**config.mk**
```make
export PLATFORM = sky130hd
export DESIGN_NAME = sobel_frame_sequencer
export DESIGN_NICKNAME = d
export VERILOG_FILES = /design/src/rtl/sobel_frame_sequencer.sv
export SDC_FILE = /design/constraint.sdc
export NUM_CORES = 1
export LEC_CHECK = 0
export CAP_MARGIN = 20
export CELL_PAD_IN_SITES_DETAIL_PLACEMENT = 0
export CELL_PAD_IN_SITES_GLOBAL_PLACEMENT = 2
export CORE_ASPECT_RATIO = 1.5
export CORE_UTILIZATION = 36
export DETAILED_ROUTE_END_ITERATION = 8
export PLACE_DENSITY_LB_ADDON = 0.1
export SLEW_MARGIN = 20
export SYNTH_ARGS = -nofsm -noshare
export SYNTH_HDL_FRONTEND = slang
export SYNTH_SLANG_ARGS = --single-unit
```
**constraint.sdc**
```tcl
create_clock -name clk_i -period 8.3 [get_ports clk_i]
set_input_delay 2.49 -clock clk_i [delete_from_list [all_inputs] [get_ports clk_i]]
set_output_delay 2.49 -clock clk_i [all_outputs]
set_load 0.05 [all_outputs]
```
**src/rtl/sobel_frame_sequencer.sv**
```systemverilog
// Frame sequencer between the SPI pixel port and the gray/sobel core: feeds pixels (1-cycle latency),
// drains the core with zero flush pixels, and buffers results in one entry (full + no pop = drop, flag overrun).
module sobel_frame_sequencer #(
    parameter int PIXEL_WIDTH = 8,
    parameter int IMG_W       = 16,
    parameter int IMG_H       = 16,
    parameter int FLUSH_MAX   = 64,
    parameter int CNT_W       = 16
) (
    input  logic                   clk_i,
    input  logic                   reset_i,
    input  logic [1:0]             cfg_select_i,
    input  logic                   frame_start_i,
    input  logic                   in_px_valid_i,
    input  logic [PIXEL_WIDTH-1:0] in_px_i,
    output logic                   in_px_ready_o,
    output logic                   core_start_o,
    output logic [1:0]             core_select_o,
    output logic [PIXEL_WIDTH-1:0] core_px_o,
    input  logic                   core_px_ready_i,
    input  logic [PIXEL_WIDTH-1:0] core_px_i,
    output logic                   out_px_valid_o,
    output logic [PIXEL_WIDTH-1:0] out_px_o,
    input  logic                   out_px_ready_i,
    output logic                   busy_o,
    output logic                   frame_done_o,
    output logic                   timeout_o,
    output logic                   overrun_o
);

    localparam logic [CNT_W-1:0] NUM_PX    = CNT_W'(IMG_W * IMG_H);
    localparam logic [CNT_W-1:0] FLUSH_LIM = CNT_W'(FLUSH_MAX);
    localparam logic [CNT_W-1:0] ONE       = CNT_W'(1);

    typedef enum logic [1:0] {
        S_IDLE  = 2'd0,
        S_FEED  = 2'd1,
        S_FLUSH = 2'd2,
        S_DONE  = 2'd3
    } state_t;

    state_t                 state_q, state_d;
    logic [1:0]             select_q, select_d;
    logic                   start_q, start_d;
    logic [PIXEL_WIDTH-1:0] core_px_q, core_px_d;
    logic [CNT_W-1:0]       in_cnt_q, in_cnt_d;
    logic [CNT_W-1:0]       out_cnt_q, out_cnt_d;
    logic [CNT_W-1:0]       flush_cnt_q, flush_cnt_d;
    logic                   buf_vld_q, buf_vld_d;
    logic [PIXEL_WIDTH-1:0] buf_px_q, buf_px_d;
    logic                   timeout_q, timeout_d;
    logic                   overrun_q, overrun_d;
    logic                   capture;

    always_comb begin
        state_d     = state_q;
        select_d    = select_q;
        start_d     = 1'b0;
        core_px_d   = core_px_q;
        in_cnt_d    = in_cnt_q;
        out_cnt_d   = out_cnt_q;
        flush_cnt_d = flush_cnt_q;
        buf_vld_d   = buf_vld_q;
        buf_px_d    = buf_px_q;
        timeout_d   = timeout_q;
        overrun_d   = overrun_q;

        // Outputs beyond the frame's pixel count are flush residue and are dropped silently.
        capture = core_px_ready_i && (out_cnt_q < NUM_PX);
        if (capture) begin
            out_cnt_d = out_cnt_q + ONE;
            if (!buf_vld_q || out_px_ready_i) begin
                buf_vld_d = 1'b1;
                buf_px_d  = core_px_i;
            end else begin
                overrun_d = 1'b1;
            end
        end else if (buf_vld_q && out_px_ready_i) begin
            buf_vld_d = 1'b0;
        end

        unique case (state_q)
            S_IDLE: begin
                if (frame_start_i) begin
                    select_d    = cfg_select_i;
                    in_cnt_d    = '0;
                    out_cnt_d   = '0;
                    flush_cnt_d = '0;
                    timeout_d   = 1'b0;
                    overrun_d   = 1'b0;
                    state_d     = S_FEED;
                end
            end
            S_FEED: begin
                if (in_px_valid_i) begin
                    start_d   = 1'b1;
                    core_px_d = in_px_i;
                    in_cnt_d  = in_cnt_q + ONE;
                    if (in_cnt_q == NUM_PX - ONE) begin
                        state_d = S_FLUSH;
                    end
                end
            end
            S_FLUSH: begin
                // Look at this cycle's capture so no flush pixel follows the last real output.
                if (out_cnt_d == NUM_PX) begin
                    state_d = S_DONE;
                end else if (flush_cnt_q == FLUSH_LIM) begin
                    timeout_d = 1'b1;
                    state_d   = S_DONE;
                end else begin
                    start_d     = 1'b1;
                    core_px_d   = '0;
                    in_cnt_d    = in_cnt_q + ONE;
                    flush_cnt_d = flush_cnt_q + ONE;
                end
            end
            S_DONE: begin
                state_d = S_IDLE;
            end
            default: begin
                state_d = S_IDLE;
            end
        endcase
    end

    always_ff @(posedge clk_i) begin
        if (reset_i) begin
            state_q     <= S_IDLE;
            select_q    <= '0;
            start_q     <= 1'b0;
            core_px_q   <= '0;
            in_cnt_q    <= '0;
            out_cnt_q   <= '0;
            flush_cnt_q <= '0;
            buf_vld_q   <= 1'b0;
            buf_px_q    <= '0;
            timeout_q   <= 1'b0;
            overrun_q   <= 1'b0;
        end else begin
            state_q     <= state_d;
            select_q    <= select_d;
            start_q     <= start_d;
            core_px_q   <= core_px_d;
            in_cnt_q    <= in_cnt_d;
            out_cnt_q   <= out_cnt_d;
            flush_cnt_q <= flush_cnt_d;
            buf_vld_q   <= buf_vld_d;
            buf_px_q    <= buf_px_d;
            timeout_q   <= timeout_d;
            overrun_q   <= overrun_d;
        end
    end

    assign in_px_ready_o  = (state_q == S_FEED);
    assign busy_o         = (state_q == S_FEED) || (state_q == S_FLUSH);
    assign frame_done_o   = (state_q == S_DONE);
    assign core_start_o   = start_q;
    assign core_select_o  = select_q;
    assign core_px_o      = core_px_q;
    assign out_px_valid_o = buf_vld_q;
    assign out_px_o       = buf_px_q;
    assign timeout_o      = timeout_q;
    assign overrun_o      = overrun_q;

endmodule

```
# --- Word level (Yosys, flattened, before mapping) ---
# Cells that the tools add are included.
word_totals:
  register_bits: 72
  input_bits: 24
  out_inout_bits: 25
op_classes:
  add_sub_neg: 3
  order_cmp: 1
  eq_ne: 14
  mux: 36
  reduce_logical: 18
ops:
  columns: ["op", "count"]
  rows:
  - ["16-bit 2-to-1 mux", 9]
  - ["16-bit by 1-bit adder with 16-bit output, second input constant", 3]
  - ["16-bit case mux with 3 select lines", 1]
  - ["16-bit case mux with 2 select lines", 1]
  - ["8-bit 2-to-1 mux", 3]
  - ["16-bit by 7-bit == test with 1-bit output, second input constant", 1]
  - ["16-bit by 8-bit == test with 1-bit output, second input constant", 1]
  - ["16-bit by 9-bit == test with 1-bit output, second input constant", 1]
  - ["16-bit by 9-bit < comparator with 1-bit output, second input constant", 1]
  - ["8-bit case mux with 2 select lines", 1]
  - ["4-bit AND reduction", 4]
  - ["1-bit 2-to-1 mux", 13]
  - ["2-bit 2-to-1 mux", 5]
  - ["2-bit inequality test, second input constant", 5]
  - ["2-bit case mux with 4 select lines", 1]
  - ["2-bit AND reduction", 3]
  - ["2-bit nonzero test", 3]
  - ["5-bit AND reduction", 1]
  - ["2-bit == test, second input constant", 2]
  - ["2-bit by 1-bit inequality test with 1-bit output, second input constant", 2]
  - ["1-bit case mux with 2 select lines", 2]
  - ["3-bit inequality test, second input constant", 1]
  - ["3-bit nonzero test", 1]
  - ["2-bit by 1-bit == test with 1-bit output, second input constant", 1]
  - ["other kinds (4)", 6]

# --- Depth between registers and ports, before layout ---
# Gate-level depths: netlist of run 1.
depth:
  word_depth: 6
  depth_mapped: 12
  ltp_nobuf: 10

# --- Worst setup path after synthesis of run 1 ---
# Ideal clock, no wire load.
synth_path:
  path_type: "input to register"
  start: "input port core_px_ready_i"
  end: "register flush_cnt_q[13]"
  setup_time_ns: 0.084
  t_arrival_ns: 4.226
  t_required_ns: 8.216
  setup_slack_ns: 3.989
  path_stages: 9
  n_path_buf: 1
  path_cell_list: "nor2b_1 > nand3_1 > a2111oi_2 > and4_4 > a21oi_4 > a311oi_4 > buf_4 > o21ai_1 > o31ai_2"
synth_between:
  elab_chain_len: 5
synth_lines:
  columns: ["item", "line_no", "rtl"]
  rows:
  - ["start, declared", "20", "input logic core_px_ready_i,"]
  - ["1-bit logical AND", "69", "capture = core_px_ready_i && (out_cnt_q < NUM_PX);"]
  - ["16-bit 2-to-1 mux", "70", "if (capture) begin"]
  - ["16-bit by 9-bit == test with 1-bit output", "106", "if (out_cnt_d == NUM_PX) begin"]
  - ["2-bit inequality test (no line)", null, null]
  - ["4-bit AND reduction (no line)", null, null]
  - ["end signal, assigned", "147", "flush_cnt_q <= flush_cnt_d;"]
  - ["end, declared", "48", "logic [CNT_W-1:0] flush_cnt_q, flush_cnt_d;"]
# No other way between the ends.
# A chain may end at the register's enable or synchronous reset.

# --- Final worst setup path of run 1 ---
layout_path:
  start: "input port core_px_ready_i"
  end: "register in_cnt_q[7]"
layout_between:
  elab_chain_len: 5
layout_lines:
  columns: ["item", "line_no", "rtl"]
  rows:
  - ["1-bit logical AND", "69", null]
  - ["16-bit 2-to-1 mux", "70", null]
  - ["16-bit by 9-bit == test with 1-bit output", "106", null]
  - ["2-bit inequality test (no line)", null, null]
  - ["5-bit AND reduction (no line)", null, null]
  - ["end signal, assigned", "145", "in_cnt_q <= in_cnt_d;"]
  - ["end, declared", "46", "logic [CNT_W-1:0] in_cnt_q, in_cnt_d;"]
# No other way between the ends.

==> results of run 1 <==
==> flip-flops by register name, indices dropped and copies added, names as in the netlist, 2 cells and up <==
signal / count
out_px_o: 8
in_cnt_q: 16
state_q: 2
flush_cnt_q: 16
core_select_o: 2
out_cnt_q: 16
core_px_o: 8
==> synth_stat cells, drive strengths merged, types with 7 or more instances <==
cell and n:
dfxtp 72, inv 13, nor3 11, nand2b 14
nand2 35, a22o 8, clkbuf 8, ha 8
and2 9, a21oi 12, nand3 19, mux2i 10
o21ai 27, nor2 41, a32o 7, and3 13
==> per-layer routing <==
metal,routed length [um],vias to the layer above,track usage [%]
li1,-,1501,-
met1,3570,1371,19.8
met2,4140,42,31.0
met3,251,12,4.94
met4,128,0,6.36
met5,0,-,0
==> worst reg2reg max path: stages (launching register included) <==
cell	delay (ps)
dfxtp_1	350
ha_1	230
and4_1	220
a41oi_1	260
a2111oi_2	70
and3_1	150
a31o_1	250
a21oi_2	660
and2_1	430
a31o_1	190
==> cell usage in the layout (no fill, tap or decap), types with 8 or more instances in the layout <==
master and count:
a21oi_1 10, a22o_1 8, and2_1 9, and3_1 13, clkbuf_16 9, clkdlybuf4s50_1 48, dfxtp_1 72, ha_1 8
inv_1 13, mux2i_1 10, nand2_1 33, nand2b_1 14, nand3_1 19, nor2_1 40, nor3_1 10, o21ai_0 10
o21ai_1 17
==> power by group through the flow <==
stage | combinational, mW | sequential, mW | clock, mW
after floorplan | 0.235 | 0.475 | 0
after global placement | 0.418 | 0.403 | 0
after detailed placement | 0.418 | 0.404 | 0
after CTS | 0.419 | 0.397 | 0.426
after global routing | 0.453 | 0.401 | 0.439
final | 0.415 | 0.397 | 0.415
==> cell families after synthesis <==
logic type / after synthesis / share of synthesized area [%]
AO/OA/AOI/OAI: 88 / 19.4
XOR/XNOR: 7 / 1.99
adder cells (fa/ha/maj): 8 / 2.89
buffers and inverters: 27 / 3.61
flip-flops: 72 / 41.6
multiplexers: 11 / 3.21
AND/OR/NAND/NOR: 176 / 27.3
==> per-stage QoR <==
stage / utilization [%] / hold slack [ps] / cell area (um^2) / std cells / total power [mW]
after detailed placement: 43.2 / 455 / 4020 / 536 / 0.822
after floorplan: - / 437 / 3470 / 389 / 0.710
final: 46.7 / 459 / 4340 / 552 / 1.23
after CTS: 46.6 / 463 / 4340 / 551 / 1.24
after global routing: 46.7 / 492 / 4340 / 552 / 1.29
after global placement: 43.2 / 448 / 4020 / 536 / 0.822
==> path summary, 6_finish.rpt <==
check	start	end	slack, ps	cells after the start
min	core_select_o[1]$_SDFFE_PP0P_	core_select_o[1]$_SDFFE_PP0P_	460	2
max	core_px_ready_i	in_cnt_q[7]$_SDFFE_PP0P_	3220	9
min reg2reg	core_select_o[1]$_SDFFE_PP0P_	core_select_o[1]$_SDFFE_PP0P_	460	2
max reg2reg	out_cnt_q[0]$_SDFF_PP0_	in_cnt_q[7]$_SDFFE_PP0P_	5440	9
==> layout make-up <==
| class | instances | area share, % |
|---|---|---|
| flip-flops and latches | 72 | 33.2 |
| clock inverters | 5 | 1.87 |
| clock buffers | 10 | 5.50 |
| multi-input cells | 290 | 43.7 |
| well taps | 112 | 3.23 |
| inverters | 13 | 1.12 |
| repair buffers | 50 | 11.4 |
==> impl_results.md, run 1 <==
* Final Worst Setup Slack at 3220 ps
* Post-synth top flop: dfxtp_1
* DR pass1 iterations at 4
* Gate power share at ~34%
* Ys Warns at 0
* Sequential Power Share at between 30% and 40%
* Reported max-cap violation count at 0
* Register area share after synthesis at approximately two fifths
* PortBufs at 48
* EDFF count, synth at 0
* Vias after detailed routing at slightly below 3000
* Crit end category: flop
* Sw Ratio at 36.5%
* Post-synth cell types at 64
* First-pass GRT wire length at 13300 um
* Top delay family on crit path: compound AO/OA/AOI/OAI gates
* Final Hold Fails at 0
* Starting Density at a little under two fifths
* Sequential cell area at 1440 um^2
* Finish-stage setup viols at 0
* First DRT Iteration DRCs at 128
* CP required at around 8600 ps
* Largest net degree at the start of global routing at 42
* CTS Root Cell: clkbuf_16
* DIE HEIGHT at between 100 and 150 um
* Worst Max-Slew Pin Slew at approximately 860 ps
* N_diodes at 0
* Highest Clock Rate at around 200 MHz
* Crit Path Max Fanout at 20
* Total GRT Usage at between 10% and 20%
* CP cell instances: clkdlybuf4s50_1 > nor2b_1 > nand4_1 > xor2_1 > and3_1 > a31o_1 > a21oi_2 > and2_1 > a31o_1
* Drt wl/cell at 14.7 um
* Setup_tns at 0 ps
* Crit path arrival time at ~5400 ps
* Hold crit path type: flop to flop
* Clock Pin Slew Worst Setup and Hold Paths at approximately 60 ps
* Yosys reg bits at approximately 70
* Slew HR at 42.8%
* Lkg Pwr at ~1.7 nW
* Post-CTS Hold Buffers at 0
* Most numerous cell on the critical path: a31o_1
* Sink Count at 72
* PostCTS Resize Cnt at 0
* RSZ-0062 raised after global routing: no
* Routed vias/inst at 5.30
* Routed Antenna Nets at 0
* Global route overflow at 0
* Antenna violations before repair at 0
* Int Pwr at a little under 0.8 mW
* Hpwl dp at about 5800 um
* Drt total wl at between 8000 and 9000 um
* Mapped cell area at around 3500 um^2
* Number of buffers created by CTS at 9
* Post-synth top area share at 41.6%
* Final period util at 61.2%
* Dpl ws at approximately 2900 ps
* Full die area at 10000 um^2
* Multi-input logic area at between 1500 and 2000 um^2
* Clk network pwr share at approximately 34%
* Setup CP Type: input pin to flop
* Largest stage delay, worst path at between 600 and 700 ps
* Routability cong. at between 0.7 and 0.8
* CP max stage cell: a21oi_2
* Ports at 49
* Critical Path Source Type: input pin
* Worst IR drop on VDD at around 0.00012 V
* Status: finished clean
* Syn Inst Count at about 390
* Final min period at between 5000 and 6000 ps
* Final setup skew at about 5.8 ps
* CORE AREA at roughly 9300 um^2
* Later-pin clock latency in the skew report at 340 ps
* Layout area overhead at 25.3%
* NetSw at roughly 0.45 mW
* Async S/R FF share, synth at 0%
* CP bufs+invs at 1
* Clock buffer depth at 2
* H-tree levels at 3
* CTS tree: done
* Site Rows at between 40 and 50
* Share of cells above drive strength 1 at 9.09%
* Mean area per synthesized cell at between 8 and 9 um^2
* Filler cells at just over 900
* Pwr dens at about 280 nW/um^2
* # nets final at 468
* Syn nets at around 420
* Post-synth top area cell: dfxtp_1
* DRC at 0
* Die X-Extent at 82.1 um
* Vias in the first global route at ~2800
* Top area cells in the synthesized netlist: dfxtp_1 (42%), nor2_1 (4.3%), nand2_1 (3.6%)
* # Post-CTS Setup Buffers at 0
* Pins over their slew limit at 0
No activity file was read; power rests on OpenSTA's default activity.
==> run 2, diff against run 1 <==
--- a/config.mk
+++ b/config.mk
@@ -9,7 +9,7 @@
 export CELL_PAD_IN_SITES_DETAIL_PLACEMENT = 0
 export CELL_PAD_IN_SITES_GLOBAL_PLACEMENT = 2
 export CORE_ASPECT_RATIO = 1.5
-export CORE_UTILIZATION = 36
+export CORE_UTILIZATION = 33
 export DETAILED_ROUTE_END_ITERATION = 8
 export PLACE_DENSITY_LB_ADDON = 0.1
 export SLEW_MARGIN = 20
==> constraint.sdc (replaced) <==
create_clock -name clk_i -period 4.7 [get_ports clk_i]
set_input_delay 1.41 -clock clk_i [delete_from_list [all_inputs] [get_ports clk_i]]
set_output_delay 1.41 -clock clk_i [all_outputs]
set_load 0.05 [all_outputs]
==> run 2 against run 1 <==
Sequential power grew 77%. First-iteration DRC count is 42% lower. Cell area rose by 1.8%. Worst setup slack got worse by 2300 ps. Non-clock buffer count increased by 5. Cell count rose by 6.3%. Highest routed layer unchanged. Routed wire length increased by 4.1%.
==> impl_results.md, run 2 (synthesis results as in run 1) <==
* Crit end category: flop
* Post-Place Cell Area at around 4100 um^2
* CP required at 4980 ps
* DIE HEIGHT at 128 um
* Regs by FF count: flush_cnt_q: 16 flops, in_cnt_q: 16 flops, out_cnt_q: 16 flops
* CP max stage cell: clkdlybuf4s50_1
* Final Hold Fails at 0
* Drt wl/cell at 14.3 um
* Pins over their slew limit at 0
* Worst Max-Slew Pin Slew at ~630 ps
* Final Worst Setup Slack at 879 ps
* Vias in the first global route at 2942
* CP cell instances: clkdlybuf4s50_1 > nor2b_1 > nand4_1 > xor2_1 > and3_1 > a31o_1 > a21oi_2 > and2_1 > a31o_1
* Site Rows at 45
* Hpwl dp at 6010 um
* Reported max-cap violation count at 0
* CTS tree: done
* Status: finished clean
* Hold crit path type: flop to flop
* Crit Path Max Fanout at 14
* Setup_tns at 0 ps
* CORE AREA at a little over 10000 um^2
* Largest stage delay, worst path at approximately 550 ps
* Later-pin clock latency in the skew report at around 330 ps
* # Post-CTS Setup Buffers at 0
* Sink Count at 72
* Critical Path Source Type: input pin
* Clock buffer depth at 2
* Pwr dens at about 500 nW/um^2
* Layout area overhead at 27.5%
* Slew HR at between 50% and 60%
* Routed Antenna Nets at 0
* Clock Pin Slew Worst Setup and Hold Paths at ~60 ps
* Dpl ws at 518 ps
* Most common cell after layout, fill and taps aside: dfxtp_1
* Full die area at between 10000 and 15000 um^2
* Total GRT Usage at between 10% and 20%
* Global route overflow at 0
* Highest-count cells in the layout ignoring fill and taps: dfxtp_1 (72), clkdlybuf4s50_1 (48), nor2_1 (40)
* DR pass1 iterations at 4
* Worst IR drop on VDD at 0.000213 V
* H-tree levels at 3
* Die X-Extent at 85.7 um
* Routability cong. at about 0.75
* Setup CP Type: input pin to flop
* # nets final at between 400 and 500
* Most numerous cell on the critical path: a31o_1
* Lkg Pwr at ~1.7 nW
* Share of cells above drive strength 1 at between 10 and 15%
* DRC at 0
* Drt total wl at 8420 um
* Post-CTS Hold Buffers at 0
* Routed vias/inst at between 5 and 6
* Final min period at around 3800 ps
* N_diodes at 0
* Finish-stage setup viols at 0
* PostCTS Resize Cnt at 0
* Starting Density at between 30% and 40%
* First DRT Iteration DRCs at 74
* Antenna violations before repair at 0
* Final setup skew at around 6.4 ps
* Vias after detailed routing at around 3000
* Design Area, Final at about 4400 um^2
* Ports at 49
* Highest Clock Rate at 262 MHz
* First-pass GRT wire length at 14200 um
* Largest net degree at the start of global routing at slightly above 40
* Total power at between 2 and 2.5 mW
* RSZ-0062 raised after global routing: no
* Final period util at between 80 and 90%
* CTS Root Cell: clkbuf_16
* Number of buffers created by CTS at 9
* PortBufs at 48
* Crit path arrival time at around 4100 ps
run 2: changes by cell type in the layout (fill, tap and decap cells not counted), sizes merged:
cell	delta
buf	+5
clkinv	+1
run 2: final cells by class:
| type | count | area [um^2] |
|---|---|---|
| fill | 1072 | 5770 |
| multi-input combinational | 290 | 1900 |
| sequential | 72 | 1440 |
| timing repair buffer | 55 | 533 |
| clock buffer | 10 | 239 |
| tap | 141 | 176 |
| clock inverter | 6 | 82.6 |
| inverter | 13 | 48.8 |
run 2: metal layers:
layer	vias to the layer above	part of all wire (%)	GRT usage, %
met5	-	0	0
met2	38	52	30.1
li1	1512	-	-
met1	1410	44	18.4
met3	10	2.8	3.42
met4	0	1.8	7.06
run 2: metrics by stage:
step           std cells  util [%]  hold WS, ps
2_1_floorplan        389         -          437
3_3_place_gp         571      40.2          446
3_5_place_dp         571      40.2          448
4_1_cts              587      43.4          457
5_1_grt              587      43.4          490
6_report             587      43.4          455
run 2: worst paths after layout:
check                                              startpoint  cells after the start                             to  slack, ps
worst max-delay path                          core_px_ready_i                      9       in_cnt_q[7]$_SDFFE_PP0P_        880
worst min-delay path            core_select_o[1]$_SDFFE_PP0P_                      2  core_select_o[1]$_SDFFE_PP0P_        460
worst max register to register       out_cnt_q[12]$_SDFF_PP0_                      7       in_cnt_q[7]$_SDFFE_PP0P_       2030
worst min register to register  core_select_o[1]$_SDFFE_PP0P_                      2  core_select_o[1]$_SDFFE_PP0P_        460
run 2: power breakdown:
| group | internal, mW | switching, mW |
|---|---|---|
| clock network | 0.476 | 0.262 |
| logic | 0.257 | 0.503 |
| registers | 0.665 | 0.0368 |
| total | 1.40 | 0.802 |
run 2: critical path, delay by kind of cell:
family                 cells  cell delay [ps]
AND/OR/NAND/NOR            4             1000
AO/OA/AOI/OAI              3              940
buffers and inverters      1              550
XOR/XNOR                   1              190
==> run 3, diff against run 2 <==
==> constraint.sdc (replaced) <==
create_clock -name clk_i -period 3.7 [get_ports clk_i]
set_input_delay 1.11 -clock clk_i [delete_from_list [all_inputs] [get_ports clk_i]]
set_output_delay 1.11 -clock clk_i [all_outputs]
set_load 0.05 [all_outputs]
==> run 3 against run 2 <==
Register-to-register slack got worse by 1000 ps. Worst setup slack got worse by 600 ps. Cell count rose by 1.4%. Hold slack improved by 5.4 ps. First-iteration DRC count rose by 36%. Sequential power rose by 27%. Cell area rose by 2.9%. Critical path depth rose by 1. Clock power rose by 42%. Critical path type unchanged.
==> impl_results.md, run 3 (synthesis results as in run 1) <==
* Status: finished clean
* Gate power share at around a third
* PostCTS Resize Cnt at 0
* Later-pin clock latency in the skew report at approximately 330 ps
* Pwr dens at 646 nW/um^2
* Drt total wl at roughly 8500 um
* Pins over their slew limit at 0
* Share of cells above drive strength 1 at 11.9%
* Vias in the first global route at 3030
* CP max stage cell: clkdlybuf4s50_1
* Worst IR drop on VDD at approximately 0.00026 V
* Slew HR at 63.9%
* Highest-count cells in the layout ignoring fill and taps: dfxtp_1 (72), clkdlybuf4s50_1 (48), nor2_1 (40)
* Worst Max-Slew Pin Slew at 542 ps
* NetSw at between 1 and 1.5 mW
* Final Hold Fails at 0
* # nets final at ~480
* CORE AREA at 10200 um^2
* Final setup skew at approximately 7.0 ps
* # Post-CTS Setup Buffers at 0
* CTS tree: done
* Path length in cells of the critical path at 10
* R2R cell count at 10
* Crit path arrival time at about 3600 ps
* Post-Place Cell Area at roughly 4200 um^2
* Crit Path Max Fanout at 20
* Antenna violations before repair at 0
* Dpl ws at -54.6 ps
* Ports at 49
* Final Worst Setup Slack at about 280 ps
* Die X-Extent at 85.7 um
* Layout area overhead at 31.3%
* N_diodes at 0
* CTS Root Cell: clkbuf_16
* Regs by FF count: flush_cnt_q: 16 flops, in_cnt_q: 16 flops, out_cnt_q: 16 flops
* Number of buffers created by CTS at 9
* Top delay family on crit path: compound AO/OA/AOI/OAI gates
* Sw Ratio at between 30% and 40%
* Design Area, Final at roughly 4500 um^2
* Lkg Pwr at approximately 1.8 nW
* Largest stage delay, worst path at around 530 ps
* CP bufs+invs at 2
* Met3 routed WL at around 270 um
* Starting Density at approximately 34%
* PortBufs at 48
* Vias after detailed routing at ~3000
* Hold_ws at around 460 ps
* Highest metal used: met4
* Crit end category: flop
* Clock Pin Slew Worst Setup and Hold Paths at 60 ps
* First-pass GRT wire length at roughly 14000 um
* Placed Cells incl. Taps at 580
* Highest Clock Rate at roughly 300 MHz
* Most common cell after layout, fill and taps aside: dfxtp_1
* Reported max-cap violation count at 0
* CP cell instances: clkdlybuf4s50_1 > nor2b_1 > nand3_1 > a2111oi_2 > and3_1 > a31o_1 > a21oi_2 > buf_12 > and2_1 > a32o_1
* Final period util at between 90% and 100%
* DIE HEIGHT at about 130 um
* Global route overflow at 0
* Final min period at 3420 ps
* Largest net degree at the start of global routing at 41
* Reg2reg start: out_cnt_q[0]$_SDFF_PP0_
* CP required at 3920 ps
* Sink Count at just over 70
* Met2 WL post-DR at between 4000 and 5000 um
* Routed met1 length at about 3700 um
* DRC at 0
* Post-CTS Hold Buffers at 0
* Sequential Power Share at 30.3%
* Clk network pwr share at 35.7%
* Core Util, Final at between 40 and 50%
* Setup CP Type: input pin to flop
* Crit path from: core_px_ready_i
* DR pass1 iterations at 4
* RSZ-0062 raised after global routing: no
* First DRT Iteration DRCs at between 100 and 150
* Finish-stage setup viols at 0
* Setup_tns at 0 ps
* Critical Path Source Type: input pin
* Hold crit path type: flop to flop
* Total power at between 2 and 3 mW
* Site Rows at 45
* Clock buffer depth at 2
* Total GRT Usage at 16.8%
* Filler cells at between 1000 and 1500
* Drt wl/cell at around 14 um
* Hold_sp: core_select_o[0]$_SDFFE_PP0P_
* Hpwl dp at 6030 um
* Hold Path Depth at 2
* Full die area at between 10000 and 15000 um^2
* Routed Antenna Nets at 0
* Routed vias/inst at about 5.0
* Fin cells at about 600
* H-tree levels at 3
* Routability cong. at approximately 0.74
* Int Pwr at around 1.9 mW
-- run 3: cell types whose count changed in the layout (fill, tap and decap cells not counted), sizes merged --
cell	change
buf	+9
bufinv	+2
clkbuf	-1
clkinv	-2
-- run 3: final timing paths --
check                                                endpoint  slack [ps]
worst max-delay path                 in_cnt_q[2]$_SDFFE_PP0P_         280
worst min-delay path            core_select_o[0]$_SDFFE_PP0P_         460
worst max register to register       in_cnt_q[2]$_SDFFE_PP0P_         990
worst min register to register  core_select_o[0]$_SDFFE_PP0P_         460
-- run 3: final cells by class --
type | count | area, um^2 | area share [%]
inverters | 13 | 48.8 | 1.07
clock inverters | 6 | 133 | 2.92
clock buffers | 9 | 225 | 4.95
repair buffers | 64 | 626 | 13.8
flip-flops and latches | 72 | 1440 | 31.7
multi-input cells | 290 | 1900 | 41.7
well taps | 141 | 176 | 3.88
-- run 3: metal layers --
metal / track usage (%) / vias to the layer above
met5: 0 / -
met3: 4.07 / 15
met1: 19.3 / 1406
met4: 7.16 / 0
met2: 29.6 / 46
li1: - / 1535
-- run 3: power groups by stage --
stage	Sequential (mW)	Combinational [mW]	Clock [mW]
CTS	0.892	1.01	1.08
global route	0.901	1.09	1.12
finish	0.892	1.00	1.05
floorplan	1.06	0.528	0
global placement	0.904	1.01	0
detailed placement	0.907	1.01	0
-- run 3: worst min-delay path, stage by stage (launching register included) --
cell and delay [ps]:
dfxtp_1 310, nand2_1 50, a21oi_1 50
